--- config.mk ---
export PLATFORM = sky130hd
export DESIGN_NAME = cla_four_bit_flat
export DESIGN_NICKNAME = d
export VERILOG_FILES = /design/src/rtl/cla_pkg.sv /design/src/rtl/cla_four_bit_if.sv /design/src/rtl/cla_lookahead_unit.sv /design/src/rtl/cla_four_bit.sv /design/src/flat_wrapper.sv
export SDC_FILE = /design/constraint.sdc
export NUM_CORES = 1
export LEC_CHECK = 0
export ABC_AREA = 1
export ABC_CLOCK_PERIOD_IN_PS = 2200
export CORE_AREA = 10 10 47 49
export DETAILED_ROUTE_END_ITERATION = 16
export DIE_AREA = 0 0 57 59
export GPL_TIMING_DRIVEN = 0
export PLACE_DENSITY = 0.67
export SLEW_MARGIN = 15
export SYNTH_ARGS = -nofsm -noshare
export SYNTH_HDL_FRONTEND = slang
export SYNTH_HIERARCHICAL = 1
export SYNTH_SLANG_ARGS = --single-unit
--- constraint.sdc ---
create_clock -name clk -period 2.2 [get_ports clk]
set_clock_uncertainty 0.15 [all_clocks]
set_input_delay 0.55 -clock clk [delete_from_list [all_inputs] [get_ports clk]]
set_output_delay 0.55 -clock clk [all_outputs]
set_load 0.005 [all_outputs]
--- src/rtl/cla_pkg.sv ---
// Shared constants and types for the four-bit carry-lookahead adder slice.
package cla_pkg;

   localparam int CLA_W = 4;

   typedef logic [CLA_W-1:0] cla_word_t;

endpackage : cla_pkg

--- src/rtl/cla_four_bit_if.sv ---
// Operand/result bundle for one CLA slice.
// The master drives the operands. The slave (the adder) drives every result.
interface cla_four_bit_if;
   import cla_pkg::*;

   cla_word_t a;
   cla_word_t b;
   logic      cin;
   cla_word_t sum;
   logic      cout;
   logic      grp_p;
   logic      grp_g;
   cla_word_t sum_q;
   logic      cout_q;

   modport master (
      output a, b, cin,
      input  sum, cout, grp_p, grp_g, sum_q, cout_q
   );

   modport slave (
      input  a, b, cin,
      output sum, cout, grp_p, grp_g, sum_q, cout_q
   );

endinterface : cla_four_bit_if

--- src/rtl/cla_lookahead_unit.sv ---
// Two-level lookahead network for a four-bit slice.
// Each carry is a flat sum of products of p/g/cin, so no carry waits on a
// lower computed carry. The group terms are exported so that a wider
// hierarchical CLA can stack this slice.
module cla_lookahead_unit
   import cla_pkg::*;
(
   input  cla_word_t  p_i,
   input  cla_word_t  g_i,
   input  logic       cin_i,
   output logic [3:1] c_o,
   output logic       cout_o,
   output logic       grp_p_o,
   output logic       grp_g_o
);

   // The group terms are independent of cin, so the next level can use them
   // before this slice's carry in settles.
   always_comb begin
      grp_p_o = p_i[3] & p_i[2] & p_i[1] & p_i[0];
      grp_g_o = g_i[3]
              | (p_i[3] & g_i[2])
              | (p_i[3] & p_i[2] & g_i[1])
              | (p_i[3] & p_i[2] & p_i[1] & g_i[0]);
   end

   // The internal carries and the carry out are all expanded directly from cin.
   always_comb begin
      c_o[1] = g_i[0]
             | (p_i[0] & cin_i);
      c_o[2] = g_i[1]
             | (p_i[1] & g_i[0])
             | (p_i[1] & p_i[0] & cin_i);
      c_o[3] = g_i[2]
             | (p_i[2] & g_i[1])
             | (p_i[2] & p_i[1] & g_i[0])
             | (p_i[2] & p_i[1] & p_i[0] & cin_i);
      cout_o = grp_g_o | (grp_p_o & cin_i);
   end

endmodule : cla_lookahead_unit

--- src/rtl/cla_four_bit.sv ---
// Four-bit carry-lookahead adder slice.
// The outputs sum, cout and the group terms are combinational.
// The outputs sum_q and cout_q are copies of sum and cout, delayed by one cycle.
module cla_four_bit
   import cla_pkg::*;
(
   input  logic           clk,
   input  logic           rst,
   cla_four_bit_if.slave  bus
);

   cla_word_t  p;
   cla_word_t  g;
   logic [3:1] c_hi;
   cla_word_t  carry;
   cla_word_t  sum_d;
   logic       cout_d;
   logic       grp_p;
   logic       grp_g;
   cla_word_t  sum_q;
   logic       cout_q;

   // Per-bit generate and XOR propagate. The propagate term is reused for the sum.
   always_comb begin
      g = bus.a & bus.b;
      p = bus.a ^ bus.b;
   end

   cla_lookahead_unit u_lookahead (
      .p_i     (p),
      .g_i     (g),
      .cin_i   (bus.cin),
      .c_o     (c_hi),
      .cout_o  (cout_d),
      .grp_p_o (grp_p),
      .grp_g_o (grp_g)
   );

   // Sum bits: the propagate term XOR the lookahead carry into each bit.
   always_comb begin
      carry = {c_hi, bus.cin};
      sum_d = p ^ carry;
   end

   // Pipeline copy of the result. Reset clears only these flops.
   // NOTE: sequential state uses non-blocking assignments so that every flop
   // samples pre-edge values, whatever order the always blocks run in.
   always_ff @(posedge clk) begin
      if (rst) begin
         sum_q  <= '0;
         cout_q <= 1'b0;
      end else begin
         sum_q  <= sum_d;
         cout_q <= cout_d;
      end
   end

   assign bus.sum    = sum_d;
   assign bus.cout   = cout_d;
   assign bus.grp_p  = grp_p;
   assign bus.grp_g  = grp_g;
   assign bus.sum_q  = sum_q;
   assign bus.cout_q = cout_q;

endmodule : cla_four_bit

--- src/flat_wrapper.sv ---
// flat-port wrapper written by rule: the top's interface ports become plain ports
module cla_four_bit_flat import cla_pkg::*;
  (clk, rst, bus_a, bus_b, bus_cin, bus_sum, bus_cout, bus_grp_p, bus_grp_g, bus_sum_q, bus_cout_q);
  cla_four_bit_if bus_i ();
  input  logic clk;
  input  logic rst;
  input wire logic [$bits(bus_i.a)-1:0] bus_a;
  input wire logic [$bits(bus_i.b)-1:0] bus_b;
  input wire logic [$bits(bus_i.cin)-1:0] bus_cin;
  output wire logic [$bits(bus_i.sum)-1:0] bus_sum;
  output wire logic [$bits(bus_i.cout)-1:0] bus_cout;
  output wire logic [$bits(bus_i.grp_p)-1:0] bus_grp_p;
  output wire logic [$bits(bus_i.grp_g)-1:0] bus_grp_g;
  output wire logic [$bits(bus_i.sum_q)-1:0] bus_sum_q;
  output wire logic [$bits(bus_i.cout_q)-1:0] bus_cout_q;
  assign bus_i.a = bus_a;
  assign bus_i.b = bus_b;
  assign bus_i.cin = bus_cin;
  assign bus_sum = bus_i.sum;
  assign bus_cout = bus_i.cout;
  assign bus_grp_p = bus_i.grp_p;
  assign bus_grp_g = bus_i.grp_g;
  assign bus_sum_q = bus_i.sum_q;
  assign bus_cout_q = bus_i.cout_q;
  cla_four_bit u_core (.clk(clk), .rst(rst), .bus(bus_i));
endmodule
==> metrics.cfg <==
[layout]
layout-drive-gt1-share_pct=54.63
area_growth_syn_to_layout_pct=129.8
diodes=0
fin_util_pct=60.54
final_nets=124

[pwr]
p_per_area_nw_per_um2=535.6
peakVddDrop_mv=0.2072
leakage_nw=0.4748

[setup_path]
worstPathRequired_ns=1.50
endpoint_kind=output port
startpoint_type=primary input
crit_path_max_fanout=4
arrival_ns=1.55
criticalPathCategory=primary input to output port

[synthesis]
synth_top_cell_by_area=dfxtp_1
synth.most_common_cell=nand2_1
async_flop_share_pct=0
ys_seq_elements=5
yosysSeqAreaShare_pct=27.12
yosys-top-cells-count=24 x nand2_1, 17 x inv_1, 6 x nor2_1
syn_avg_cell_area_um2=5.953
synthCells=62
syn_area_um2=369.1
synth_flop_cell=dfxtp_1
yosysUniqueCellTypes=10
synth_top_area_share_pct=27.12
yosys_warnings=6
synth_nets=77
synth_edf_count=0
synth_area_leaders=dfxtp_1 27%, nand2_1 24%, inv_1 17%

[clocking]
path_clk_slew_ns=0.04
cts.sink_count=5
cts_hold_buf=0
cts_made_buffers=3
clock-root-buffer=clkbuf_4
cts_tree=yes
h-tree-depth=1
clock_path_buffers=2

[timing]
whs_ns=0.7023
timing_hold_violations_final=0
setup_slack_ns=-0.04835
tightest_slew_ns=0.1830
setup_viol=1
period_share_pct=102.2
period_minus_slack_ns=2.248
rsz0062_at_grt=yes
drv_slew=0
max-slew-margin-rel_pct=87.76
max_freq_mhz=444.8

[global_routing]
grt_overflow=0
track_usage_pct=8.914
grt_pass1_wl_mm=2.442
antenna_found_initial=0
grt_max_degree=6
grt_pass1_vias=599

[placement]
place.port_buffers=22
hpwl_um=800.1
gp_congestion=0.6839

[route]
viasPerCell=4.177
wire_per_inst_um=11.56
vias=518
wirelength_mm=1.434
drcViolationCount=0
detail-route-antenna-nets=0
drtIter0Drc=15
dr.pass1.iters=4

[floorplanning]
dieArea_um2=3363
initial_core_util_pct=26.34
rows=14
die_h_um=59
coreArea_um2=1401
ios=23
die_w_um=57

[worst_hold_path]
min_to=u_core/bus.sum_q[2]$_SDFF_PP0_
hold_class=primary input to register
holdPathStages=7
worstHoldStart=bus_a[1]

[status]
violations=setup timing
status=complete, but fails checks

[flow_run]
max-cap-violations=0

[placed cells by master (no fill, tap or decap), drive strengths merged]
cell type,instances
buf,32
nand2,26
inv,17
nor2,7
clkdlybuf4s50,6
clkbuf,6
dfxtp,5
ha,4
dlygate4sd2,1
clkdlybuf4s15,1
or2,1
a21oi,1
nor3b,1
[routing by layer]
metal,GRT usage (%),up-vias,wire length [um]
met5,0,-,0
met4,7.718,0,0
met3,4.292,0,134
met2,15.66,18,781
met1,7.390,233,517
li1,-,267,-
[how the worst max path moves through the flow]
| stage | from | endpoint | cells past startpoint |
|---|---|---|---|
| 2_1_floorplan | bus_a[2] | bus_sum[3] | 9 |
| 3_3_place_gp | bus_a[2] | bus_sum[3] | 11 |
| 3_5_place_dp | bus_a[2] | bus_sum[3] | 11 |
| 4_1_cts | bus_a[0] | bus_sum[3] | 12 |
| 5_1_grt | bus_b[0] | bus_sum[3] | 12 |
| 6_report | bus_b[0] | bus_sum[3] | 11 |
[area by class of cell]
cell class	count	area, um2
fillers	119	553.0
flip-flops and latches	5	100.1
clock buffers	4	26.28
repair buffers	42	339.1
inverters	17	63.81
multi-input cells	40	299.0
well taps	16	20.02
[worst max-delay path, stage by stage]
cell and delay, ns:
buf_6 0.09, ha_4 0.27, nand2_4 0.05, nand2_4 0.08
buf_6 0.11, nand2_2 0.05, nand2_2 0.07, nand2_1 0.07
nand2_2 0.08, inv_2 0.03, buf_6 0.10
[stage by stage]
step                      std cells  setup WS, ns  TNS [ns]  total power (W)  area [um2]
final                           124      -0.04835  -0.04835        0.0004543       848.3
after CTS                       124      -0.05637   -0.1181        0.0004202       802.0
after global routing            124       -0.1054   -0.1944        0.0004880       848.3
after floorplan                  62        0.1805         0        0.0001683       369.1
after detailed placement        100       -0.8027    -4.658        0.0002498       609.3
after global placement          100       -0.7965    -4.624        0.0002482       609.3
[what timing repair did]
item	CTS	global route
setup endpoints to repair	7	9
pin swaps	14	12
resized for setup	61	25
cloned	0	0
setup buffers	20	1
[where the power goes]
| group | internal, W | switching, W | total (W) |
|---|---|---|---|
| combinational | 0.000147 | 0.000101 | 0.000248 |
| sequential | 0.000100 | 0.00000204 | 0.000102 |
| clock | 0.0000685 | 0.0000357 | 0.000104 |
| total | 0.000316 | 0.000139 | 0.000454 |
[registers in the layout, indices dropped and copies added (netlist names)]
signal             count
u_core/bus.cout_q      1
u_core/bus.sum_q       4
[kinds of logic after synthesis]
group,share of synthesized area (%)
simple gates,40.68
buf+inv,17.29
flops,27.12
fa+ha+maj,13.56
compound gates,1.355
Note: power is estimated with default switching activity, not from simulation.
